[src/rtl/cache_refill_unit.sv]
// Cache line refill: fetches all words of one line from memory, critical word first, wrap-around order.
// Latency: 1 cycle from i_start to the first read; then 2 cycles per word with zero-wait ack.
// Backpressure: READ holds o_mem_rd/o_mem_addr until i_mem_ack; i_start is ignored while busy.
// Optional: define CACHE_REFILL_TIMEOUT_EN to abort a read after TIMEOUT_CYCLES waits (o_error pulse).
module cache_refill_unit #(
  parameter int TAG_WIDTH      = 3,
  parameter int INDEX_WIDTH    = 5,
  parameter int BLOCK_WIDTH    = 2,
  parameter int DATA_WIDTH     = 32,
  parameter int TIMEOUT_CYCLES = 15
) (
  input  logic                                     i_clock,
  input  logic                                     i_reset,
  input  logic                                     i_start,
  input  logic [TAG_WIDTH-1:0]                     i_tag,
  input  logic [INDEX_WIDTH-1:0]                   i_index,
  input  logic [BLOCK_WIDTH-1:0]                   i_block,
  output logic                                     o_mem_rd,
  output logic [TAG_WIDTH+INDEX_WIDTH+BLOCK_WIDTH-1:0] o_mem_addr,
  input  logic [DATA_WIDTH-1:0]                    i_mem_data,
  input  logic                                     i_mem_ack,
  output logic [TAG_WIDTH-1:0]                     o_tag,
  output logic [INDEX_WIDTH-1:0]                   o_index,
  output logic [BLOCK_WIDTH-1:0]                   o_block,
  output logic [DATA_WIDTH-1:0]                    o_data,
  output logic                                     o_wr,
  output logic                                     o_busy,
  output logic                                     o_done,
  output logic                                     o_error
);

  typedef enum logic [1:0] {
    ST_IDLE  = 2'd0,
    ST_READ  = 2'd1,
    ST_WRITE = 2'd2
  } state_t;

  state_t r_state;
  state_t w_next_state;

  logic [TAG_WIDTH-1:0]   r_tag;
  logic [INDEX_WIDTH-1:0] r_index;
  logic [BLOCK_WIDTH-1:0] r_block;
  logic [BLOCK_WIDTH-1:0] r_start_block;
  logic [DATA_WIDTH-1:0]  r_data;

  logic [BLOCK_WIDTH-1:0] w_block_inc;
  logic                   w_line_done;
  logic                   w_timed_out;
  logic                   w_capture;

  // Next word index wraps naturally modulo the number of words per line.
  assign w_block_inc = BLOCK_WIDTH'(r_block + 1'b1);
  // Line is complete once the incremented index comes back around to the critical word.
  assign w_line_done = (w_block_inc == r_start_block);

`ifdef CACHE_REFILL_TIMEOUT_EN
  localparam int TW = $clog2(TIMEOUT_CYCLES + 1);
  logic [TW-1:0] r_timeout;

  // The cycle after TIMEOUT_CYCLES unacknowledged waits is the abort cycle.
  assign w_timed_out = (r_state == ST_READ) && (r_timeout == TW'(TIMEOUT_CYCLES));

  // Wait counter: zero outside READ so every READ entry starts fresh; counts unacked READ cycles.
  always_ff @(posedge i_clock) begin
    if (i_reset) begin
      r_timeout <= '0;
    end else if (r_state != ST_READ) begin
      r_timeout <= '0;
    end else if (!i_mem_ack && !w_timed_out) begin
      r_timeout <= r_timeout + 1'b1;
    end
  end
`else
  // Without the timeout feature a read waits forever for its ack.
  assign w_timed_out = 1'b0;
  logic w_unused_timeout_param;
  assign w_unused_timeout_param = ^TIMEOUT_CYCLES;
`endif

  // Data is only taken from memory on a real ack inside READ.
  assign w_capture = (r_state == ST_READ) && i_mem_ack && !w_timed_out;

  // State register; reset wins over any request or ack.
  always_ff @(posedge i_clock) begin
    if (i_reset) begin
      r_state <= ST_IDLE;
    end else begin
      r_state <= w_next_state;
    end
  end

  // Next-state and control outputs.
  always_comb begin
    w_next_state = r_state;
    o_busy       = 1'b0;
    o_mem_rd     = 1'b0;
    o_wr         = 1'b0;
    o_done       = 1'b0;
    o_error      = 1'b0;
    case (r_state)
      ST_IDLE: begin
        if (i_start) begin
          w_next_state = ST_READ;
        end
      end
      ST_READ: begin
        o_busy   = 1'b1;
        o_mem_rd = !w_timed_out;
        o_error  = w_timed_out;
        if (w_timed_out) begin
          w_next_state = ST_IDLE;
        end else if (i_mem_ack) begin
          w_next_state = ST_WRITE;
        end
      end
      ST_WRITE: begin
        o_busy = 1'b1;
        o_wr   = 1'b1;
        o_done = w_line_done;
        w_next_state = w_line_done ? ST_IDLE : ST_READ;
      end
      default: begin
        w_next_state = ST_IDLE;
      end
    endcase
  end

  // Address and data registers: latch on accepted start, capture on ack, advance after each write.
  always_ff @(posedge i_clock) begin
    if (i_reset) begin
      r_tag         <= '0;
      r_index       <= '0;
      r_block       <= '0;
      r_start_block <= '0;
      r_data        <= '0;
    end else begin
      if (r_state == ST_IDLE && i_start) begin
        r_tag         <= i_tag;
        r_index       <= i_index;
        r_block       <= i_block;
        r_start_block <= i_block;
      end
      if (w_capture) begin
        r_data <= i_mem_data;
      end
      if (r_state == ST_WRITE) begin
        r_block <= w_block_inc;
      end
    end
  end

  // Addresses always mirror the latched registers, whatever the state.
  assign o_mem_addr = {r_tag, r_index, r_block};
  assign o_tag      = r_tag;
  assign o_index    = r_index;
  assign o_block    = r_block;
  assign o_data     = r_data;

endmodule
[config.mk]
export PLATFORM = sky130hd
export DESIGN_NAME = cache_refill_unit
export DESIGN_NICKNAME = d
export VERILOG_FILES = /design/src/rtl/cache_refill_unit.sv
export SDC_FILE = /design/constraint.sdc
export NUM_CORES = 1
export LEC_CHECK = 0
export BUFFER_PORTS_ARGS = -buffer_cell sky130_fd_sc_hd__buf_2
export CORE_ASPECT_RATIO = 1.4
export CORE_MARGIN = 5
export CORE_UTILIZATION = 43
export CTS_CLUSTER_DIAMETER = 50
export CTS_CLUSTER_SIZE = 20
export DETAILED_ROUTE_END_ITERATION = 10
export PLACE_DENSITY = 0.86
export SETUP_SLACK_MARGIN = 0.15
export SLEW_MARGIN = 10
export SYNTH_ARGS = -nofsm -noshare
export SYNTH_HDL_FRONTEND = slang
export SYNTH_SLANG_ARGS = --single-unit
export TNS_END_PERCENT = 50
[constraint.sdc]
create_clock -name i_clock -period 1.7 [get_ports i_clock]
set_input_delay 0.34 -clock i_clock [delete_from_list [all_inputs] [get_ports i_clock]]
set_output_delay 0.34 -clock i_clock [all_outputs]
set_load 0.03 [all_outputs]
# --- Word level (Yosys, flattened, before mapping) ---
# Cells that the tools add are included.
word_totals:
  elab_cells: 28
  out_inout_bits: 57
  inputBits: 46
  reg_bits: 46
op_classes:
  muxes: 10
  eq_ne: 5
  n_reduce_logical: 6
  n_addsub: 1
ops:
  columns: ["cell", "n"]
  rows:
  - ["2-bit 2-to-1 mux", 4]
  - ["2-bit case mux with 3 select lines", 1]
  - ["1-bit 2-to-1 mux", 5]
  - ["2-bit inequality test (second input constant)", 2]
  - ["2-bit by 1-bit adder with 2-bit output (second input constant)", 1]
  - ["2-bit by 1-bit == test with 1-bit output (second input constant)", 1]
  - ["2-bit == test", 1]
  - ["2-bit == test (second input constant)", 1]
  - ["1-bit logical AND", 2]
  - ["2-bit logical NOT", 1]
  - ["2-bit AND reduction", 1]
  - ["2-bit nonzero test", 1]
  - ["2-bit OR reduction", 1]

# --- Logic depth before layout (Yosys ltp) ---
# Gate-level depths: netlist of the first run.
depth:
  depth_word: 4
  depth_mapped: 7
  ltp_nobuf: 6

# --- Worst setup path after synthesis of the first run ---
# OpenSTA, ideal clock, no wires.
synth_path:
  path_type: "register to register"
  start: "register r_state[1]"
  end: "register r_state[0]"
  setup_time_ns: 0.075
  stages_incl_launch_ff: 7
  path_buffers: 0
  required_time_ns: 1.625
  synth_period_minus_slack_ns: 1.733
  arrival_ns: 1.658
  slack_ns: -0.033
  path_cell_list: "dfxtp_1 > inv_1 > ha_1 > nor2b_1 > a21o_1 > or4b_1 > o22ai_1"
synth_between:
  elab_chain_cells: 3
  word_cells_on_any_way: 7
  classes_between: "4 x eq/ne; 1 x mux; 2 x reduce/logical"
synth_lines:
  columns: ["element", "line_no", "text"]
  rows:
  - ["from (decl)", "38", "state_t r_state;"]
  - ["from (signal assigned)", "89", "r_state <= w_next_state;"]
  - ["2-bit by 1-bit == test with 1-bit output or 2-bit logical NOT (tied branches)", "101", "case (r_state)"]
  - ["2-bit inequality test (no source line)", null, null]
  - ["2-bit AND reduction (no source line)", null, null]
# Parallel ways exist; a longest one is shown, timed or not.
# A chain may end at the register's enable or synchronous reset.

# --- Worst setup path after layout of the first run ---
layout_path:
  start: "register r_block[0], in the netlist o_block[0]"
  end: "output o_done"
layout_between:
  elab_chain_cells: 3
layout_lines:
  columns: ["element", "line_no", "text"]
  rows:
  - ["from (decl)", "43", "logic [BLOCK_WIDTH-1:0] r_block;"]
  - ["from (signal assigned)", "141", "r_block <= i_block;"]
  - ["from (signal assigned)", "148", "r_block <= w_block_inc;"]
  - ["2-bit by 1-bit adder with 2-bit output", "53", "assign w_block_inc = BLOCK_WIDTH'(r_block + 1'b1);"]
  - ["2-bit == test", "55", "assign w_line_done = (w_block_inc == r_start_block);"]
  - ["1-bit 2-to-1 mux", "101", null]
  - ["to (decl)", "28", "output logic o_done,"]
# No other way between the ends.

==> run_results.csv, run 1 <==
group,metric,value,unit
min_path,min_to,"o_data[5]",
logic_synthesis,ys_warn_count,0,
logic_synthesis,avgSynthCellArea,7.88,µm²
floorplanning,start_util,43.8,%
sta,min_period,1.71,ns
logic_synthesis,synth_most_common_cell,"nand2_1",
placed_design,dp_hpwl,3410,µm
cts,clk_pin_slew,0.09,ns
global_route,grtUsageTotal,16.4,%
placed_design,placed_cell_area,2310,µm²
global_route,met2_usage,29.1,%
logic_synthesis,syn_nets,283,
sta,clock_skew,0.00627,ns
routing,wl_per_cell,12.7,µm
routing,firstDrtPassIters,4,
global_route,use_met3,4.13,%
min_path,holdCritStartpoint,"i_mem_data[5]",
final_layout,final_area,2510,µm²
sta,maxSlewViolCount,0,
global_route,use_met1,19.0,%
placed_design,numPortBuffers,101,
floorplanning,die_w,65.1,µm
final_layout,fill_cells,377,
pwr,irDropWorstVdd,563,µV
min_path,hp-class,"primary input to register",
critical_path,reg2regPathDepth,6,
cts,cts_htree_levels,2,
outcome,status,"finished, violations left",
floorplanning,ioPinCount,103,
sta,period_share,101,%
run,maxCapViolations,0,
logic_synthesis,synth-seq-area-share,50.4,%
pwr,design_power_total,2.59,mW
sta,setup_ws,-0.00882,ns
logic_synthesis,synth_top_area_share,50.4,%
logic_synthesis,syn_area,1830,µm²
logic_synthesis,syn_inst,232,
critical_path,critPathKind,"register to output port",
cts,clkSinkCount,46,
min_path,hold_depth,3,
global_route,grt_pass1_wl,7360,µm
sta,setup_viol,1,
critical_path,start_kind,"register",
global_route,gr-total-overflow,0,
cts,clock_latency,0.29,ns
critical_path,end_kind,"output port",
pwr,powerDensity,1030,nW/µm²
sta,final_hold_viol_count,0,
routing,route.detailed.drc,0,
final_layout,syn2layout_area_growth,37.2,%
routing,wirelength,4660,µm
routing,via_count,1756,
logic_synthesis,synthArstFlopShare,0,%
cts,clock_path_buffers,2,
logic_synthesis,yosys.area.top_type,"dfxtp_1",
global_route,grt_pass1_vias,1642,
critical_path,reg2reg_from,"r_state[1]",
floorplanning,die_area,5670,µm²
final_layout,drive_above_1_share,41.0,%
cts,postCtsHoldBufs,0,
critical_path,cp.required,1.36,ns
sta,whs,0.279,ns
pwr,p_leak,1.18,nW
sta,fin_tns_setup,-0.00882,ns
routing,vias_per_cell,4.78,
final_layout,layout.cells.non_filler,367,
cts,cts-root-buf,"clkbuf_8",
logic_synthesis,ys_types,27,
floorplanning,die_y,87.1,µm
outcome,violations,"setup timing",
global_route,gr-max-usage-layer,"met2",
global_route,grt_max_degree,33,
placed_design,placedCellCount,358,
cts,numCtsBuffers,5,
final_layout,fin_nets,372,
floorplanning,fp-row-count,28,
critical_path,crit_fanout,7,
critical_path,cp.arrival,1.37,ns
logic_synthesis,synth_commonest_cells,"nand2_1 (87), dfxtp_1 (46), a21oi_1 (43)",
sta,timing.fmax,0.585,GHz
logic_synthesis,synth_ff_type,"dfxtp_1",
logic_synthesis,synth_enable_flop_cells,0,
routing,postRouteAntennaNets,0,
floorplanning,core_area,4170,µm²
global_route,antenna_found_initial,0,
final_layout,n_antenna_cell,0,
sta,rsz0062_at_grt,"yes",
routing,drt-initial-drc-count,77,
critical_path,r2r_end,"r_state[0]",
cts,cts_tree,"built",
logic_synthesis,synth.area.top_cells,"dfxtp_1 (50%), nand2_1 (18%), a21oi_1 (12%)",
placed_design,gp_congestion,0.812,
logic_synthesis,ys_seq_elements,46,
critical_path,rrSetupSlack,0.10,ns
## flip-flops by register name (all words and copies together) (netlist names)
signal / cells
o_data: 32
r_start_block: 2
o_block: 2
r_state: 2
o_index: 5
o_tag: 3
## metrics by stage
step / worst slack [ns] / util, %
floorplan: 0.145 / -
CTS: -0.0252 / 58.9
global route: -0.0941 / 60.2
finish: -0.00882 / 60.2
detailed placement: 0.0602 / 55.4
global placement: 0.140 / 55.4
## per-layer routing
| layer | share of wire (%) | up-vias | wire length [µm] |
|---|---|---|---|
| met5 | 0 | - | 0 |
| met4 | 0.86 | 0 | 40 |
| met2 | 54 | 53 | 2520 |
| met3 | 6.1 | 2 | 282 |
| li1 | - | 906 | - |
| met1 | 39 | 795 | 1820 |
## how the worst max path moves through the flow
| stage | start | to | slack (ns) |
|---|---|---|---|
| after floorplan | r_state[0] | o_done | 0.14 |
| after global placement | r_state[0] | r_state[0] | 0.14 |
| after detailed placement | r_state[0] | r_state[0] | 0.06 |
| after CTS | o_block[1] | o_done | -0.03 |
| after global routing | o_block[1] | o_done | -0.09 |
| final | o_block[0] | o_done | -0.009 |
## report_power, final
part	internal [mW]	switching [mW]	total, mW
clock	0.327	0.353	0.680
sequential	1.16	0.0582	1.22
combinational	0.247	0.447	0.693
total	1.73	0.858	2.59
## timing repair
action                                  in CTS  in global routing
resized for setup                           15                 10
endpoints found under the setup margin       4                  4
buffers inserted                             1                  0
pin swaps                                    4                  2
## cells by family (layout without fill, tap and decap cells)
| group | count (synthesis) | after routing | synth area share, % |
|---|---|---|---|
| AND/OR/NAND/NOR | 101 | 101 | 22.6 |
| AO/OA/AOI/OAI | 49 | 49 | 13.9 |
| flip-flops | 46 | 46 | 50.4 |
| buffers and inverters | 28 | 118 | 8.49 |
| adder cells (fa/ha/maj) | 5 | 5 | 3.42 |
| other | 1 | 1 | 0.205 |
| XOR/XNOR | 1 | 1 | 0.479 |
| multiplexers | 1 | 1 | 0.548 |
## layout by cell type (no fill, tap or decap), types with 2 or more instances in the layout
cell type and instances:
dfxtp_2 2, ha_4 3, clkbuf_8 6, nand2_1 86, dfxtp_4 4, ha_1 2, buf_2 98, a21oi_1 43
nor2_1 3, dfxtp_1 40, buf_4 6, buf_6 2, inv_2 2, and2_1 2
## worst max-delay path, stage by stage (launching register included)
cell and delay [ns]:
dfxtp_2 0.36, or2b_1 0.24, o22ai_2 0.19, and2_4 0.17, buf_6 0.12
## cell type report
class	count	area (µm²)	share of cell area, %
clock buffer	6	82.6	3.29
clock inverter	2	12.5	0.499
inverter	3	13.8	0.549
multi-input combinational	158	827	33.0
sequential	46	938	37.4
tap	45	56.3	2.24
timing repair buffer	107	578	23.0
Note: power is estimated with default switching activity, not from simulation.
==> inputs of run 2 (changes only) <==
--- a/config.mk
+++ b/config.mk
@@ -12,7 +12,7 @@
 export CTS_CLUSTER_DIAMETER = 50
 export CTS_CLUSTER_SIZE = 20
 export DETAILED_ROUTE_END_ITERATION = 10
-export PLACE_DENSITY = 0.86
+export PLACE_DENSITY = 0.78
 export SETUP_SLACK_MARGIN = 0.15
 export SLEW_MARGIN = 10
 export SYNTH_ARGS = -nofsm -noshare
==> run 2 against run 1 <==
Compared with the run above: the run still ends with setup timing left; via count grew 0.46%; final cell count grew 1.1%; first-iteration DRC count shrank 19%; clock skew grew 0.0015 ns; sequential share of layout area shrank 0.41 points; core utilization grew 0.51 points; worst hold slack lost 0.0088 ns; fmax grew 0.48%; global-route usage shrank 0.085 points; power grew 0.15%.
==> run_results.csv, run 2 (synthesized netlist as in run 1, its figures left out) <==
group,metric,value,unit
placed_design,placed_cell_area,2310,µm²
cts,clock_path_buffers,2,
pwr,irDropWorstVdd,491,µV
floorplanning,core_area,4170,µm²
sta,rsz0062_at_grt,"yes",
floorplanning,die_w,65.1,µm
sta,setup_viol,1,
placed_design,numPortBuffers,101,
final_layout,seq_area,936,µm²
critical_path,cp.arrival,1.36,ns
final_layout,fill_cells,412,
pwr,design_power_total,2.59,mW
routing,wl_met3,284,µm
sta,maxSlewViolCount,0,
global_route,grt_max_degree,33,
run,maxCapViolations,0,
critical_path,start_kind,"register",
critical_path,critPathKind,"register to output port",
cts,cts_tree,"built",
routing,postRouteAntennaNets,0,
cts,clock_latency,0.29,ns
cts,clk_pin_slew,0.09,ns
final_layout,drive_above_1_share,41.4,%
cts,cts-root-buf,"clkbuf_8",
routing,via_count,1764,
critical_path,end_kind,"output port",
global_route,antenna_found_initial,0,
sta,fin_tns_setup,-0.000591,ns
sta,min_period,1.70,ns
pwr,p_leak,1.20,nW
placed_design,dp_hpwl,3430,µm
floorplanning,start_util,43.8,%
floorplanning,die_area,5670,µm²
routing,wl_per_cell,12.6,µm
routing,route.detailed.drc,0,
sta,final_hold_viol_count,0,
outcome,status,"finished, violations left",
routing,vias_per_cell,4.75,
cts,clkSinkCount,46,
placed_design,gp_congestion,0.743,
outcome,violations,"setup timing",
pwr,powerDensity,1020,nW/µm²
routing,wirelength,4680,µm
global_route,grt_pass1_wl,7330,µm
sta,setup_ws,-0.000591,ns
routing,drt-initial-drc-count,62,
final_layout,final_area,2530,µm²
global_route,grtUsageTotal,16.3,%
final_layout,n_antenna_cell,0,
floorplanning,die_y,87.1,µm
sta,clock_skew,0.00772,ns
floorplanning,fp-row-count,28,
sta,period_share,100,%
cts,numCtsBuffers,5,
floorplanning,ioPinCount,103,
critical_path,cp.required,1.36,ns
global_route,gr-total-overflow,0,
cts,postCtsHoldBufs,0,
final_layout,final_cell_mix,"buf_2 (97), nand2_1 (87), a21oi_1 (43)",
cts,cts_htree_levels,2,
sta,timing.fmax,0.588,GHz
final_layout,final_common_cell,"buf_2",
global_route,grt_pass1_vias,1678,
min_path,hp-class,"primary input to register",
routing,maxUsedRoutingLayer,"met4",
routing,wl_met1,1800,µm
final_layout,largest_reg_flops,32,
final_layout,fin_nets,376,
sta,whs,0.270,ns
placed_design,post-place-ws,0.0311,ns
final_layout,syn2layout_area_growth,38.4,%
final_layout,multi_input_area,813,µm²
critical_path,crit_fanout,2,
routing,firstDrtPassIters,4,
routing,routed-wl-met2,2430,µm
-- run 2: cell count changes in the layout (fill, tap and decap cells not counted), sizes merged --
cell and delta:
buf +4, clkbuf -1, inv +1
-- run 2: layout make-up --
cell class,instances,area share [%]
Sequential cell,46,37.0
Tap cell,45,2.23
Clock inverter,3,0.989
Clock buffer,5,2.72
Inverter,3,0.643
Multi-Input combinational cell,158,32.1
Timing Repair Buffer,111,24.3
-- run 2: worst paths after layout --
check                      from  slack (ns)  depth (start not counted)         end
setup / recovery     o_block[1]     -0.0006                          5      o_done
setup reg to reg     r_state[1]        0.11                          6  r_state[0]
hold / removal    i_mem_data[4]        0.27                          3   o_data[4]
hold reg to reg      o_data[22]        0.45                          2  o_data[22]
-- run 2: power by group --
group | total [mW] | internal [mW] | leakage [nW] | switching [mW]
logic | 0.707 | 0.260 | 0.775 | 0.447
registers | 1.21 | 1.16 | 0.378 | 0.0561
clock network | 0.671 | 0.297 | 0.0447 | 0.375
-- run 2: metal layers --
metal / GRT usage [%] / vias to the layer above
met5: 0 / -
met4: 8.68 / 0
li1: - / 916
met3: 4.01 / 12
met1: 17.8 / 778
met2: 29.0 / 58
-- run 2: critical path: stages (launching register included) --
cell     delay [ns]
dfxtp_4        0.37
xor2_2         0.18
nand2_1        0.09
o22ai_2        0.15
and2_4         0.16
buf_6          0.12
-- run 2: stage by stage --
stage                     util [%]  instances
after floorplan                  -        232
after global placement        55.4        358
after detailed placement      55.4        358
after CTS                     59.2        368
after global routing          60.7        371
final                         60.7        371
-- run 2: repair_timing --
item	CTS	global route
setup endpoints to repair	4	4
buffers inserted	2	3
pin swaps	6	5
resized for setup	16	11
==> inputs of run 3 (changes only) <==
--- a/config.mk
+++ b/config.mk
@@ -12,7 +12,7 @@
 export CTS_CLUSTER_DIAMETER = 50
 export CTS_CLUSTER_SIZE = 20
 export DETAILED_ROUTE_END_ITERATION = 10
-export PLACE_DENSITY = 0.78
+export PLACE_DENSITY = 0.79
 export SETUP_SLACK_MARGIN = 0.15
 export SLEW_MARGIN = 10
 export SYNTH_ARGS = -nofsm -noshare
==> run 3 against run 2 <==
Compared with the run above: the run now ends clean; die area did not move; sequential cell count unchanged; via count increased by 0.74%; routed wire length rose by 0.21%; clock skew is 0.0018 ns higher; largest power group unchanged.
==> run_results.csv, run 3 (synthesized netlist as in run 1, its figures left out) <==
group,metric,value,unit
min_path,hold_depth,3,
cts,cts_htree_levels,2,
global_route,grtUsageTotal,17.0,%
floorplanning,die_y,87.1,µm
global_route,antenna_found_initial,0,
cts,cts_tree,"built",
routing,wl_per_cell,12.7,µm
placed_design,post-place-ws,0.0567,ns
final_layout,largest_reg_flops,32,
min_path,hp-class,"primary input to register",
floorplanning,die_w,65.1,µm
routing,route.detailed.drc,0,
pwr,p_leak,1.19,nW
routing,drt-initial-drc-count,70,
final_layout,syn2layout_area_growth,38.3,%
routing,firstDrtPassIters,5,
cts,clkSinkCount,46,
critical_path,r2r_end,"r_state[0]",
routing,vias_per_cell,4.83,
critical_path,crit_fanout,2,
critical_path,rrSetupSlack,0.08,ns
sta,period_share,99.7,%
final_layout,drive_above_1_share,40.2,%
pwr,p_clk_share,29.1,%
pwr,p_comb_share,26.1,%
pwr,irDropWorstVdd,740,µV
routing,postRouteAntennaNets,0,
critical_path,cp.arrival,1.35,ns
placed_design,placed_cell_area,2310,µm²
critical_path,reg2regPathDepth,6,
global_route,grt_pass1_wl,7560,µm
outcome,status,"complete, no violations",
floorplanning,ioPinCount,103,
cts,postCtsHoldBufs,0,
final_layout,final_area,2530,µm²
global_route,grt_pass1_vias,1706,
sta,fin_tns_setup,0,ns
final_layout,final_common_cell,"buf_2",
placed_design,numPortBuffers,101,
cts,clock_latency,0.29,ns
pwr,p_sw_share,31.5,%
pwr,p_int,1.85,mW
pwr,sequentialPowerShare,44.8,%
critical_path,reg2reg_from,"r_state[0]",
sta,setup_ws,0.00527,ns
floorplanning,core_area,4170,µm²
critical_path,cp.required,1.36,ns
sta,timing.fmax,0.590,GHz
placed_design,dp_hpwl,3450,µm
critical_path,critPathKind,"register to output port",
floorplanning,fp-row-count,28,
min_path,holdCritStartpoint,"i_mem_data[18]",
routing,wirelength,4690,µm
global_route,gr-total-overflow,0,
sta,rsz0062_at_grt,"yes",
sta,maxSlewViolCount,0,
floorplanning,die_area,5670,µm²
pwr,powerDensity,1070,nW/µm²
final_layout,layout.cells.non_filler,368,
sta,final_hold_viol_count,0,
final_layout,fin_nets,373,
routing,via_count,1777,
cts,cts-root-buf,"clkbuf_8",
global_route,grt_max_degree,47,
sta,clock_skew,0.00952,ns
sta,setup_viol,0,
cts,numCtsBuffers,5,
cts,clk_pin_slew,0.09,ns
critical_path,end_kind,"output port",
placed_design,gp_congestion,0.732,
critical_path,critPathLaunch,"r_start_block[1]",
critical_path,start_kind,"register",
min_path,min_to,"o_data[18]",
sta,min_period,1.69,ns
floorplanning,start_util,43.8,%
run,maxCapViolations,0,
placed_design,placedCellCount,358,
pwr,switchingPower,0.851,mW
final_layout,final_cell_mix,"buf_2 (98), nand2_1 (87), a21oi_1 (43)",
final_layout,n_antenna_cell,0,
cts,clock_path_buffers,2,
[run 3: changes by cell type in the layout (fill, tap and decap cells not counted), sizes merged]
| cell | change |
|---|---|
| buf | -3 |
| bufinv | +1 |
| clkbuf | +1 |
| clkinv | -1 |
| inv | -1 |
[run 3: worst max path at each step]
stage / depth (start not counted) / endpoint
finish: 5 / o_done
detailed placement: 5 / r_state[0]
global placement: 5 / r_state[0]
floorplan: 3 / o_done
global route: 5 / o_done
CTS: 4 / o_done
[run 3: routing by layer]
layer,part of all wire (%),track usage [%]
met5,0,0
met4,1.5,6.23
met3,5.9,4.26
met2,56,32.7
met1,37,17.3
[run 3: worst max-delay path, stage by stage (launching register included)]
cell and delay [ns]:
dfxtp_2 0.39, xor2_4 0.17, nand2_1 0.08, o22ai_2 0.13, and2_4 0.17, buf_6 0.12
[run 3: what timing repair did]
| action | 4_1_cts | 5_1_grt |
|---|---|---|
| resized for setup | 12 | 9 |
| pin swaps | 3 | 3 |
| setup endpoints to repair | 4 | 4 |
| buffers inserted | 1 | 1 |
[run 3: power by group through the flow]
stage	combinational [mW]	clock [mW]	sequential, mW
2_1_floorplan	0.340	0	1.36
3_3_place_gp	0.637	0	1.23
3_5_place_dp	0.649	0	1.23
4_1_cts	0.667	0.815	1.21
5_1_grt	0.770	0.865	1.22
6_report	0.704	0.788	1.21
[run 3: final cells by class]
cell class / instances / area (µm²)
fill: 399 / 1640
sequential: 46 / 936
multi-input combinational: 158 / 817
timing repair buffer: 108 / 598
clock buffer: 6 / 72.6
tap: 45 / 56.3
clock inverter: 2 / 37.5
inverter: 3 / 11.3
[run 3: through the flow]
stage	util (%)	total power [mW]	hold WS, ns
after global placement	55.4	1.86	0.439
after floorplan	-	1.70	0.445
after detailed placement	55.4	1.88	0.443
after CTS	59.1	2.69	0.264
after global routing	60.7	2.86	0.269
final	60.7	2.70	0.272
